===== src/rtl/key_pkg.sv =====
// Shared FSM encoding and 50 MHz default timing constants for the key path.
package key_pkg;

  typedef enum logic [2:0] {
    ST_IDLE        = 3'd0,
    ST_PRESS_CHK   = 3'd1,
    ST_DOWN        = 3'd2,
    ST_REPEAT      = 3'd3,
    ST_RELEASE_CHK = 3'd4
  } key_state_e;

  localparam int unsigned DEF_DEBOUNCE_CYCLES      = 1_000_000;
  localparam int unsigned DEF_REPEAT_DELAY_CYCLES  = 25_000_000;
  localparam int unsigned DEF_REPEAT_PERIOD_CYCLES = 5_000_000;
  localparam int unsigned DEF_CNT_W                = 26;

endpackage


===== src/rtl/sync_2ff.sv =====
// Two-flop synchronizer for a single asynchronous level with a selectable reset value.
module sync_2ff (
  input  logic clk,
  input  logic res,
  input  logic rst_val,
  input  logic d,
  output logic q
);

  logic meta;

  // Two-stage capture; both stages reset to the caller's idle level.
  always_ff @(posedge clk) begin
    if (res) begin
      meta <= rst_val;
      q    <= rst_val;
    end else begin
      meta <= d;
      q    <= meta;
    end
  end

endmodule


===== src/rtl/key_pulse_gen.sv =====
// Debounced push-button conditioner producing level, press, release and auto-repeat pulses.
// The release pulse port is named release_pulse because "release" is a reserved word.
module key_pulse_gen
  import key_pkg::*;
#(
  parameter int unsigned DEBOUNCE_CYCLES      = DEF_DEBOUNCE_CYCLES,
  parameter int unsigned REPEAT_DELAY_CYCLES  = DEF_REPEAT_DELAY_CYCLES,
  parameter int unsigned REPEAT_PERIOD_CYCLES = DEF_REPEAT_PERIOD_CYCLES,
  parameter bit          REPEAT_EN            = 1'b1,
  parameter bit          KEY_ACTIVE_LOW       = 1'b1,
  parameter int unsigned CNT_W                = DEF_CNT_W
) (
  input  logic clk,
  input  logic res,
  input  logic key,
  output logic key_level,
  output logic press,
  output logic release_pulse,
  output logic repeat_pulse,
  output logic held
);

  localparam logic [CNT_W-1:0] DEB_LAST = CNT_W'(DEBOUNCE_CYCLES - 1);
  localparam logic [CNT_W-1:0] DLY_LAST = CNT_W'(REPEAT_DELAY_CYCLES - 1);
  localparam logic [CNT_W-1:0] PER_LAST = CNT_W'(REPEAT_PERIOD_CYCLES - 1);
  localparam logic [CNT_W-1:0] CNT_ONE  = CNT_W'(1);

  logic             key_sync;
  logic             key_s;
  key_state_e       state_q, state_d;
  logic [CNT_W-1:0] cnt_q, cnt_d;
  logic             level_d, press_d, release_d, repeat_d, held_d;

  sync_2ff u_sync (
    .clk     (clk),
    .res     (res),
    .rst_val (KEY_ACTIVE_LOW),
    .d       (key),
    .q       (key_sync)
  );

  // Normalize polarity so that 1 always means pressed.
  assign key_s = key_sync ^ KEY_ACTIVE_LOW;

  // State, counter and registered outputs.
  always_ff @(posedge clk) begin
    if (res) begin
      state_q       <= ST_IDLE;
      cnt_q         <= '0;
      key_level     <= 1'b0;
      press         <= 1'b0;
      release_pulse <= 1'b0;
      repeat_pulse  <= 1'b0;
      held          <= 1'b0;
    end else begin
      state_q       <= state_d;
      cnt_q         <= cnt_d;
      key_level     <= level_d;
      press         <= press_d;
      release_pulse <= release_d;
      repeat_pulse  <= repeat_d;
      held          <= held_d;
    end
  end

  // Next-state, counter and output decode.
  always_comb begin
    state_d   = state_q;
    cnt_d     = cnt_q;
    level_d   = key_level;
    press_d   = 1'b0;
    release_d = 1'b0;
    repeat_d  = 1'b0;
    held_d    = held;
    case (state_q)
      ST_IDLE: begin
        cnt_d = '0;
        if (key_s) state_d = ST_PRESS_CHK;
      end
      ST_PRESS_CHK: begin
        if (!key_s) begin
          state_d = ST_IDLE;
          cnt_d   = '0;
        end else if (cnt_q == DEB_LAST) begin
          state_d = ST_DOWN;
          level_d = 1'b1;
          press_d = 1'b1;
          cnt_d   = '0;
        end else begin
          cnt_d = cnt_q + CNT_ONE;
        end
      end
      ST_DOWN: begin
        held_d = 1'b0;
        if (!key_s) begin
          state_d = ST_RELEASE_CHK;
          cnt_d   = '0;
        end else if (!REPEAT_EN) begin
          cnt_d = '0;
        end else if (cnt_q == DLY_LAST) begin
          state_d  = ST_REPEAT;
          repeat_d = 1'b1;
          held_d   = 1'b1;
          cnt_d    = '0;
        end else begin
          cnt_d = cnt_q + CNT_ONE;
        end
      end
      ST_REPEAT: begin
        held_d = 1'b1;
        if (!key_s) begin
          state_d = ST_RELEASE_CHK;
          cnt_d   = '0;
        end else if (cnt_q == PER_LAST) begin
          repeat_d = 1'b1;
          cnt_d    = '0;
        end else begin
          cnt_d = cnt_q + CNT_ONE;
        end
      end
      ST_RELEASE_CHK: begin
        // Bounce back to pressed restarts the repeat delay from DOWN.
        if (key_s) begin
          state_d = ST_DOWN;
          held_d  = 1'b0;
          cnt_d   = '0;
        end else if (cnt_q == DEB_LAST) begin
          state_d   = ST_IDLE;
          level_d   = 1'b0;
          release_d = 1'b1;
          held_d    = 1'b0;
          cnt_d     = '0;
        end else begin
          cnt_d = cnt_q + CNT_ONE;
        end
      end
      default: begin
        state_d = ST_IDLE;
        cnt_d   = '0;
        level_d = 1'b0;
        held_d  = 1'b0;
      end
    endcase
  end

endmodule


===== config.mk =====
export PLATFORM = sky130hd
export DESIGN_NAME = key_pulse_gen
export DESIGN_NICKNAME = d
export VERILOG_FILES = /design/src/rtl/key_pkg.sv /design/src/rtl/sync_2ff.sv /design/src/rtl/key_pulse_gen.sv
export SDC_FILE = /design/constraint.sdc
export NUM_CORES = 1
export LEC_CHECK = 0
export BUFFER_PORTS_ARGS = -buffer_cell sky130_fd_sc_hd__buf_4
export CORE_MARGIN = 5
export CORE_UTILIZATION = 59
export DETAILED_ROUTE_END_ITERATION = 8
export PLACE_DENSITY = 0.77
export SYNTH_ARGS = -nofsm -noshare
export SYNTH_HDL_FRONTEND = slang
export SYNTH_SLANG_ARGS = --single-unit

===== constraint.sdc =====
create_clock -name clk -period 2.2 [get_ports clk]
set_clock_uncertainty 0.05 [all_clocks]
set_input_delay 0.11 -clock clk [delete_from_list [all_inputs] [get_ports clk]]
set_output_delay 0.11 -clock clk [all_outputs]
set_load 0.05 [all_outputs]

# Yosys cells after proc, flatten, opt, wreduce, memory -nomap -nowiden
# Index checks and enable logic that the tools add are counted.
# totals
ff_bits,36
input_bits,3
out_inout_bits,5
word_cells,69
# classes
n_addsub,1
n_eq_ne,16
muxes,30
bitwise,5
n_reduce_logical,8
# op_table
op,n
26-bit 2-to-1 mux,7
26-bit one-hot mux with 4 select lines,1
26-bit by 1-bit adder with 26-bit output (second input constant),1
26-bit by 20-bit == test with 1-bit output (second input constant),1
26-bit by 23-bit == test with 1-bit output (second input constant),1
26-bit by 25-bit == test with 1-bit output (second input constant),1
3-bit 2-to-1 mux,8
3-bit one-hot mux with 5 select lines,1
1-bit 2-to-1 mux,10
5-bit AND reduction,2
3-bit OR reduction,3
2-bit != test (second input constant),4
3-bit by 2-bit == test with 1-bit output (second input constant),2
3-bit by 2-bit != test with 1-bit output (second input constant),2
1-bit NOT,5
2-bit by 1-bit != test with 1-bit output (second input constant),2
1-bit one-hot mux with 4 select lines,1
3-bit by 1-bit == test with 1-bit output (second input constant),1
3-bit == test (second input constant),1
3-bit zero test,1
3-bit != test (second input constant),1
1-bit one-hot mux with 3 select lines,1
1-bit one-hot mux with 2 select lines,1
2-bit AND reduction,1
2-bit OR reduction,1

# Logic depth before layout (Yosys ltp)
# Gate-level depths: netlist of the first run.
# logic_depth
ltp_word,4
ltp_mapped,8
depth_no_buf,6

# By module
# A second synthesis of the first run with hierarchy kept.
# hier_totals
cells_unflattened,200
area_unflattened_um2,1780.5
# by_module_without_submodules
mod,instances,cells_each,area_per_inst_um2,seq_area_each_um2
key_pulse_gen,1,196,1717.9,680.7
sync_2ff,1,4,62.6,40.0

# Worst setup path before layout of the first run
# Ideal clock, no wire load.
# synth_timing
kind,register -> register
from,reg cnt_q[10]
to,reg cnt_q[2]
setup_time_ns,0.115
arrival_ns,1.691
required_time_ns,2.035
path_slack_ns,0.345
stages_incl_launch_ff,8
path_buffers,2
synth_period_minus_slack_ns,1.855
path_cell_list,dfxtp_1 -> or4_4 -> nor2_2 -> and3_1 -> buf_4 -> a2bb2oi_4 -> buf_6 -> nor2_1
# synth_between
elab_chain_cells,4
word_cells_on_any_way,11
cone_classes,eq/ne: 3; mux: 8
# synth_rtl
item,line,text
from (decl),key_pulse_gen.sv:31,"logic [CNT_W-1:0] cnt_q, cnt_d;"
from (signal assigned),key_pulse_gen.sv:57,cnt_q <= cnt_d;
26-bit by 20-bit == test with 1-bit output (tied with other cells),"key_pulse_gen.sv:84, key_pulse_gen.sv:127",
"26-bit 2-to-1 mux, on equally long branches (2 in a row)",-,
26-bit one-hot mux with 4 select lines *,key_pulse_gen.sv:75,case (state_q)
# Mark *: on every way between the ends. The rest lies on a longest branch, timed or not.
# A chain may end at the register's enable or synchronous reset.

# Final worst setup path of the first run
# layout_timing
from,reg cnt_q[10]
to,reg cnt_q[14]
# layout_between
elab_chain_cells,4
word_cells_on_any_way,12
cone_classes,add/sub: 1; eq/ne: 3; mux: 8
# layout_rtl
item,line
26-bit by 1-bit adder with 26-bit output (tied with other cells),-
"26-bit 2-to-1 mux, on equally long branches (2 in a row)",-
26-bit one-hot mux with 4 select lines *,key_pulse_gen.sv:75
# Marks and branches as above.

==> qor.json, run 1 <==
{
  "floorplan": {
    "die_w_um": 63.5,
    "num_rows": 19,
    "die_area_um2": 4030,
    "initial_core_util_pct": 61.2,
    "design.core.area_um2": 2760,
    "i_o_pins": 8,
    "dieHeight_um": 63.5
  },
  "worst_hold_path": {
    "hold_path_class": "flip-flop to flip-flop",
    "min_path_cells": 1
  },
  "place": {
    "dp.cells": 227,
    "hpwl_detailed_um": 2480,
    "gp_congestion": 0.902,
    "port_buffers": 7
  },
  "final_layout": {
    "fillCellCount": 217,
    "net_total_in_the_final_layout": 210,
    "layout-drive-gt1-share_pct": 11.1,
    "antenna_cells": 0,
    "stdcell_count": 238,
    "area.growth.synth_to_final_pct": 13.4
  },
  "setup_path": {
    "cp.depth": 6,
    "critical_path_peak_fanout": 12,
    "worst_setup_path_start_kind": "flip-flop",
    "critical_path.n_buffers_inverters": 1,
    "largest_stage_delay_worst_path_ns": 0.55,
    "critical_path_cell_by_cell": "or4_4, nor2_2, and3_1, a2bb2oi_4, buf_4, nor2_1",
    "worst_ep_required_time_ns": 2.38,
    "timing.critical_path.max_delay_family": "simple AND/OR/NAND/NOR gates",
    "critical_path.endpoint_type": "flip-flop",
    "crit_type": "flip-flop to flip-flop",
    "cp.arrival_ns": 2.18,
    "reg2reg_depth": 6,
    "critical-path-slowest-cell": "or4_4"
  },
  "clock_tree": {
    "cts_max_level": 2,
    "post_cts.resized_instances": 0,
    "clkLatencyLatePin_ns": 0.34,
    "cts_inserted_buffers": 5,
    "clock_sink_count": 36,
    "clock_tree.buffer_depth": 2,
    "cts.reportedPaths.clkPinSlew_ns": 0.11,
    "cts_tree": "built",
    "cts-root-buf": "clkbuf_4"
  },
  "drt": {
    "dr.pass1.iters": 4,
    "final_antenna_net_count": 0,
    "drt_iter0_drc": 76,
    "route.detailed.drc": 0,
    "wl_per_cell_um": 14.5,
    "wl_um": 3450,
    "viasPerCell": 5.95,
    "dr_total_vias": 1416
  },
  "grt": {
    "groute.usage.overall_pct": 18.6,
    "largest_net_degree_at_the_start_of_global_routing": 15,
    "global_route.overflow_total": 0,
    "first_global_vias": 1305,
    "grt_first_pass_wirelength_um": 6010,
    "grt_antenna_before_repair": 0
  },
  "power": {
    "powerDensity_nw_per_um2": 712,
    "leakage_nw": 0.651,
    "report.power.total_mw": 1.36,
    "pwr-share-clk_pct": 50.8,
    "net-switching-power_mw": 0.230,
    "power_frac_comb_pct": 1.1,
    "p_sw_share_pct": 16.9,
    "worst_ir_drop_vdd_uv": 685,
    "seq_power_share_pct": 48.1,
    "internal-power_mw": 1.13
  },
  "timing": {
    "worst_slew_margin_rel_pct": 61.1,
    "period_needed_ns": 2.00,
    "setup_violating_endpoint_count_in_the_final_report": 0,
    "rsz0062_at_grt": "no",
    "period_share_pct": 90.7,
    "worst-slew-pin-transition_ns": 0.578,
    "slew_violations": 0,
    "fin_tns_setup_ns": 0,
    "finalHoldViolations": 0,
    "max_freq_ghz": 0.501
  },
  "flow_run": {
    "max_cap_violations": 0
  },
  "yosys": {
    "synth_commonest_cells": "nor2_1, dfxtp_1, xor2_1",
    "yosys.cell_count.top_type": "nor2_1",
    "most_area_hungry_cell_type_in_the_yosys_netlist": "dfxtp_1",
    "post_synth_num_cell_types": 38,
    "synthesis.yosys.warnings": 0,
    "ys.flop_type": "dfxtp_1",
    "synthesis.area_per_instance_um2": 8.74,
    "mappedNetlistArea_um2": 1690,
    "synth_edf_count": 0,
    "number_of_cells_produced_by_synthesis": 193,
    "ys_seq_elements": 36,
    "share_of_synthesized_registers_carrying_an_async_set_or_reset_pct": 0,
    "synth_largest_type_area_fraction_pct": 42.7,
    "synth_fp_nets": 197,
    "register_area_share_after_synthesis_pct": 42.7,
    "synthTopCellsByArea": "dfxtp_1, xor2_1, nor2_1, nand4_1, and4_1"
  },
  "outcome": {
    "status": "completed"
  }
}
-- logic make-up (layout without fill, tap and decap cells) --
family	after synthesis	in the layout	share of synthesized area (%)
adders and majority gates	1	1	0.742
DFF	36	36	42.7
and+or+nand+nor	110	110	34.8
AOI/OAI and AO/OA	13	13	6.08
buffers and inverters	9	23	3.19
xor gates and xnor gates	24	24	12.5
-- metrics by stage --
stage | hold slack, ns | worst slack [ns] | utilization [%] | area, um2
finish | 0.410 | 0.204 | 69.3 | 1910
global route | 0.429 | 0.0272 | 69.3 | 1910
CTS | 0.374 | 0.208 | 69.3 | 1910
detailed placement | 0.254 | 0.233 | 63.6 | 1750
global placement | 0.247 | 0.292 | 63.6 | 1750
floorplan | 0.164 | 0.345 | - | 1690
-- layout make-up --
class,count,area [um2],share of cell area (%)
tap,31,38.8,2.03
clock buffer,5,37.5,1.96
timing repair buffer,13,105,5.50
inverter,2,7.51,0.393
sequential,36,721,37.7
clock inverter,3,90.1,4.71
multi-input combinational,148,912,47.7
-- worst reg2reg max path, delay by kind of cell, from the launching register on --
kind,cells,cell delay [ns]
flops,1,0.36
simple gates,4,1.11
compound gates,1,0.16
buf+inv,1,0.20
-- cells in the final DEF (no fill, tap or decap), drive strengths merged, types with 2 or more instances in the layout --
| master | netlist | layout |
|---|---|---|
| nand2 | 11 | 11 |
| a21oi | 4 | 4 |
| xnor2 | 6 | 6 |
| and3 | 6 | 6 |
| bufinv | 0 | 3 |
| nand2b | 2 | 2 |
| nor4 | 3 | 3 |
| nor2b | 3 | 3 |
| nand3 | 9 | 9 |
| and4 | 6 | 6 |
| o22ai | 2 | 2 |
| clkbuf | 3 | 5 |
| nor3b | 3 | 3 |
| dfxtp | 36 | 36 |
| nor3 | 5 | 5 |
| o21ai | 2 | 2 |
| buf | 4 | 10 |
| nor2 | 39 | 39 |
| or2 | 2 | 2 |
| or3 | 2 | 2 |
| inv | 2 | 2 |
| dlygate4sd3 | 0 | 3 |
| xor2 | 18 | 18 |
| nand4 | 12 | 12 |
-- power groups by stage --
stage | Clock (mW) | Combinational, mW | Sequential [mW]
floorplan | 0 | 0.00710 | 0.669
global placement | 0 | 0.0101 | 0.670
detailed placement | 0 | 0.0106 | 0.670
CTS | 0.695 | 0.0149 | 0.655
global route | 0.733 | 0.0168 | 0.656
finish | 0.690 | 0.0151 | 0.655
-- state kept, by name, indices dropped and copies added (netlist names) --
register / cells
u_sync.q: 1
release_pulse: 1
held: 1
state_q: 3
u_sync.meta: 1
repeat_pulse: 1
press: 1
key_level: 1
cnt_q: 26
-- routing by layer --
layer / track usage [%] / wire length [um] / up-vias
met1: 23.8 / 1510 / 660
met3: 4.97 / 201 / 14
met2: 29.3 / 1650 / 40
met4: 7.79 / 95 / 0
met5: 0 / 0 / -
li1: - / - / 702
-- final timing paths --
kind,start,end,slack [ns]
max,cnt_q[10]$_SDFF_PP0_,cnt_q[14]$_SDFF_PP0_,0.20
min,u_sync.meta$_SDFF_PP1_,u_sync.q$_SDFF_PP1_,0.41
max reg2reg,cnt_q[10]$_SDFF_PP0_,cnt_q[14]$_SDFF_PP0_,0.20
min reg2reg,u_sync.meta$_SDFF_PP1_,u_sync.q$_SDFF_PP1_,0.41
-- timing repair --
item / 4_1_cts / 5_1_grt
hold buffers: 3 / 0
buffers inserted: 0 / 0
hold endpoints to repair: 2 / 0
setup endpoints to repair: 0 / 0
Power figures use the tool's default switching activity.
==> inputs of run 2 (changes only) <==
--- a/config.mk
+++ b/config.mk
@@ -5,11 +5,12 @@
 export SDC_FILE = /design/constraint.sdc
 export NUM_CORES = 1
 export LEC_CHECK = 0
-export BUFFER_PORTS_ARGS = -buffer_cell sky130_fd_sc_hd__buf_4
-export CORE_MARGIN = 5
+export BUFFER_PORTS_ARGS = -buffer_cell sky130_fd_sc_hd__buf_2
+export CORE_MARGIN = 2
 export CORE_UTILIZATION = 59
 export DETAILED_ROUTE_END_ITERATION = 8
 export PLACE_DENSITY = 0.77
 export SYNTH_ARGS = -nofsm -noshare
 export SYNTH_HDL_FRONTEND = slang
+export SYNTH_HIERARCHICAL = 1
 export SYNTH_SLANG_ARGS = --single-unit
==> run 2 against run 1 <==
The flow now finishes with violations (DRC). Utilization rose by 3.5 points. Critical endpoint is now cnt_q[17]$_SDFF_PP0_. Fmax fell by 9.1%. Non-clock buffer count rose by 9. Register-to-register slack got worse by 0.20 ns. Highest routed layer unchanged.
==> qor.json, run 2 <==
{
  "drt": {
    "wl": {"value": 3760, "unit": "um", "change": "+9.1%"},
    "viasPerCell": {"value": 5.87, "change": "-1.3%"},
    "drt_iter0_drc": {"value": 68, "change": "-11%"},
    "dr.pass1.iters": {"value": 6, "change": "+2"},
    "final_antenna_net_count": {"value": 0, "change": "unchanged"},
    "wl_per_cell": {"value": 14.8, "unit": "um", "change": "+2.2%"},
    "route.detailed.drc": {"value": 2, "change": "+2"},
    "dr_total_vias": {"value": 1491, "change": "+5.3%"}
  },
  "setup_path": {
    "crit_start": "cnt_q[15]$_SDFF_PP0_",
    "timing.critical_path.max_delay_family": "simple AND/OR/NAND/NOR gates",
    "critical_path_cell_by_cell": "or4_4, nor4_4, a21oi_2, a211oi_4, buf_6, buf_6, nor2_1",
    "critical_path.endpoint_type": "flip-flop",
    "cp.arrival": {"value": 2.39, "unit": "ns", "change": "+0.21 ns"},
    "critical-path-slowest-cell": "or4_4",
    "worst_ep_required_time": {"value": 2.40, "unit": "ns", "change": "+0.02 ns"},
    "critical_path_peak_fanout": {"value": 7, "change": "-5"},
    "r2r_start": "cnt_q[15]$_SDFF_PP0_",
    "largest_stage_delay_worst_path": {"value": 0.58, "unit": "ns", "change": "+0.03 ns"},
    "cp_common_cell": "buf_6",
    "critical_path.n_buffers_inverters": {"value": 2, "change": "+1"},
    "crit_type": "flip-flop to flip-flop",
    "worst_setup_path_start_kind": "flip-flop"
  },
  "timing": {
    "whs": {"value": 0.0216, "unit": "ns", "change": "-0.389 ns"},
    "slew_violations": {"value": 0, "change": "unchanged"},
    "worst_slew_margin_rel": {"value": 66.3, "unit": "%", "change": "+5.2 points"},
    "final.setup.worst_slack": {"value": 0.00496, "unit": "ns", "change": "-0.199 ns"},
    "worst-slew-pin-transition": {"value": 0.501, "unit": "ns", "change": "-0.0772 ns"},
    "fin_tns_setup": {"value": 0, "unit": "ns", "change": "unchanged"},
    "setup_violating_endpoint_count_in_the_final_report": {"value": 0, "change": "unchanged"},
    "period_needed": {"value": 2.20, "unit": "ns", "change": "+0.199 ns"},
    "period_share": {"value": 99.8, "unit": "%", "change": "+9.1 points"},
    "max_freq": {"value": 0.456, "unit": "GHz", "change": "-9.1%"},
    "finalHoldViolations": {"value": 0, "change": "unchanged"}
  },
  "outcome": {
    "status": "finished with violations",
    "failing_checks": "DRC"
  },
  "grt": {
    "met3_usage": {"value": 8.57, "unit": "%", "change": "+3.6 points"},
    "grtUsageMet1": {"value": 28.1, "unit": "%", "change": "+4.3 points"},
    "global_route.overflow_total": {"value": 0, "change": "unchanged"},
    "groute.usage.overall": {"value": 22.7, "unit": "%", "change": "+4.1 points"},
    "grt_first_pass_wirelength": {"value": 5880, "unit": "um", "change": "-2.2%"},
    "grtUsageMet2": {"value": 34.8, "unit": "%", "change": "+5.4 points"},
    "first_global_vias": {"value": 1361, "change": "+4.3%"},
    "top_usage_layer": "met2",
    "largest_net_degree_at_the_start_of_global_routing": {"value": 15, "change": "unchanged"},
    "grt_antenna_before_repair": {"value": 0, "change": "unchanged"}
  },
  "final_layout": {
    "layout_common_cells": "dfxtp_1, nor2_1, xnor2_1",
    "max_ffs_per_register": {"value": 26, "change": "unchanged"},
    "net_total_in_the_final_layout": {"value": 226, "change": "+7.6%"},
    "area.growth.synth_to_final_pct": 14.8,
    "max_flop_register": "cnt_q",
    "final_common_cell": "dfxtp_1",
    "postLayoutCellArea": {"value": 2040, "unit": "um2", "change": "+6.9%"},
    "antenna_cells": {"value": 0, "change": "unchanged"},
    "layout-drive-gt1-share": {"value": 24.2, "unit": "%", "change": "+13 points"},
    "reg_top3": "cnt_q (26), state_q (3)",
    "fillCellCount": {"value": 213, "change": "-1.8%"}
  },
  "clock_tree": {
    "cts_tree": "built",
    "cts-root-buf": "clkbuf_4",
    "clock_tree.buffer_depth": {"value": 2, "change": "unchanged"},
    "cts_inserted_buffers": {"value": 5, "change": "unchanged"},
    "clock_sink_count": {"value": 36, "change": "unchanged"},
    "cts.reportedPaths.clkPinSlew": {"value": 0.10, "unit": "ns", "change": "about the same"},
    "clkLatencyLatePin": {"value": 0.35, "unit": "ns", "change": "about the same"},
    "cts_max_level": {"value": 2, "change": "unchanged"}
  },
  "worst_hold_path": {
    "hold_path_class": "input port to flip-flop",
    "hp-start": "res"
  },
  "flow_run": {
    "max_cap_violations": {"value": 0, "change": "unchanged"}
  },
  "power": {
    "powerDensity": {"value": 525, "unit": "nW/um2", "change": "-26%"},
    "seq_power_share": {"value": 62.1, "unit": "%", "change": "+14 points"},
    "pwr-share-clk": {"value": 34.6, "unit": "%", "change": "-16 points"},
    "power_frac_comb": {"value": 3.3, "unit": "%", "change": "+2.2 points"},
    "net-switching-power": {"value": 0.247, "unit": "mW", "change": "+7.4%"},
    "p_sw_share": {"value": 23.0, "unit": "%", "change": "+6.1 points"},
    "leakage": {"value": 0.671, "unit": "nW", "change": "+3.0%"},
    "internal-power": {"value": 0.826, "unit": "mW", "change": "-27%"},
    "report.power.total": {"value": 1.07, "unit": "mW", "change": "-21%"},
    "worst_ir_drop_vdd": {"value": 528, "unit": "uV", "change": "-23%"}
  },
  "yosys": {
    "synth_commonest_cells": "dfxtp_1, nor2_1, xnor2_1",
    "synthTopCellsByArea": "dfxtp_1, xnor2_1, nor2_1, xor2_1, nor2_2",
    "synth_edf_count": {"value": 0, "change": "unchanged"},
    "share_of_synthesized_registers_carrying_an_async_set_or_reset": {"value": 0, "unit": "%", "change": "unchanged"},
    "yosys.cell_count.top_type": "dfxtp_1",
    "synth_largest_type_area_fraction": {"value": 40.5, "unit": "%", "change": "-2.3 points"},
    "mappedNetlistArea": {"value": 1780, "unit": "um2", "change": "+5.6%"},
    "ys.flop_type": "dfxtp_1",
    "number_of_cells_produced_by_synthesis": {"value": 200, "change": "+3.6%"},
    "most_area_hungry_cell_type_in_the_yosys_netlist": "dfxtp_1",
    "synthesis.area_per_instance": {"value": 8.90, "unit": "um2", "change": "+1.9%"},
    "synthesis.yosys.warnings": {"value": 6, "change": "+6"},
    "register_area_share_after_synthesis": {"value": 40.5, "unit": "%", "change": "-2.3 points"},
    "post_synth_num_cell_types": {"value": 45, "change": "+18%"},
    "ys_seq_elements": {"value": 36, "change": "unchanged"}
  },
  "floorplan": {
    "dieHeight": {"value": 58.9, "unit": "um", "change": "-7.1%"},
    "die_w": {"value": 58.9, "unit": "um", "change": "-7.1%"},
    "initial_core_util": {"value": 63.5, "unit": "%", "change": "+2.3 points"},
    "design.core.area": {"value": 2810, "unit": "um2", "change": "+1.7%"},
    "i_o_pins": {"value": 8, "change": "unchanged"},
    "num_rows": {"value": 19, "change": "unchanged"},
    "die_area": {"value": 3470, "unit": "um2", "change": "-14%"}
  },
  "place": {
    "hpwl_detailed": {"value": 2410, "unit": "um", "change": "-2.8%"},
    "instance_area_at_placement": {"value": 1870, "unit": "um2", "change": "+6.3%"},
    "post-place-ws": {"value": 0.0204, "unit": "ns", "change": "-0.212 ns"},
    "gp_congestion": {"value": 0.866, "change": "-4.0%"},
    "port_buffers": {"value": 7, "change": "unchanged"}
  }
}
## run 2: path summary, 6_finish.rpt
check | to | slack, ns | depth (start not counted)
hold / removal | state_q[1]$_SDFFE_PP0P_ | 0.02 | 2
setup / recovery | cnt_q[17]$_SDFF_PP0_ | 0.005 | 7
setup reg to reg | cnt_q[17]$_SDFF_PP0_ | 0.005 | 7
hold reg to reg | cnt_q[0]$_SDFF_PP0_ | 0.39 | 1
## run 2: repair_timing
action                                  in CTS  in global routing
endpoints found under the setup margin       0                 30
resized for setup                            0                 15
endpoints found under the hold margin        1                  0
setup buffers                                0                  5
hold buffers                                 1                  0
## run 2: cells by family after synthesis
kind of cell,count (synthesis),synth area share (%)
AO/OA/AOI/OAI,11,5.13
XOR/XNOR,24,11.8
adder cells (fa/ha/maj),1,0.703
buffers and inverters,12,3.37
flip-flops,36,40.5
multiplexers,2,1.26
other,1,0.211
AND/OR/NAND/NOR,113,37.0
## run 2: per-layer routing
layer / routed length (um) / vias to the layer above
li1: - / 736
met1: 1680 / 706
met2: 1780 / 41
met3: 221 / 8
met4: 82 / 0
met5: 0 / -
## run 2: layout make-up
type	instances	area (um2)	area share, %
Tap cell	31	38.8	1.90
Clock buffer	6	51.3	2.51
Sequential cell	36	723	35.4
Clock inverter	2	10.0	0.490
Inverter	4	15.0	0.735
Timing Repair Buffer	22	169	8.27
Multi-Input combinational cell	153	1040	50.7
## run 2: power by group through the flow
stage / Clock (mW) / Combinational [mW] / Sequential (mW)
3_5_place_dp: 0 / 0.0272 / 0.681
6_report: 0.371 / 0.0353 / 0.667
4_1_cts: 0.377 / 0.0285 / 0.666
5_1_grt: 0.416 / 0.0388 / 0.668
3_3_place_gp: 0 / 0.0257 / 0.680
2_1_floorplan: 0 / 0.0270 / 0.674
## run 2: stage by stage
| step | util, % | std cells |
|---|---|---|
| 3_3_place_gp | 66.5 | 238 |
| 4_1_cts | 69.0 | 247 |
| 6_report | 72.8 | 254 |
| 5_1_grt | 72.8 | 254 |
| 2_1_floorplan | - | 201 |
| 3_5_place_dp | 66.5 | 238 |
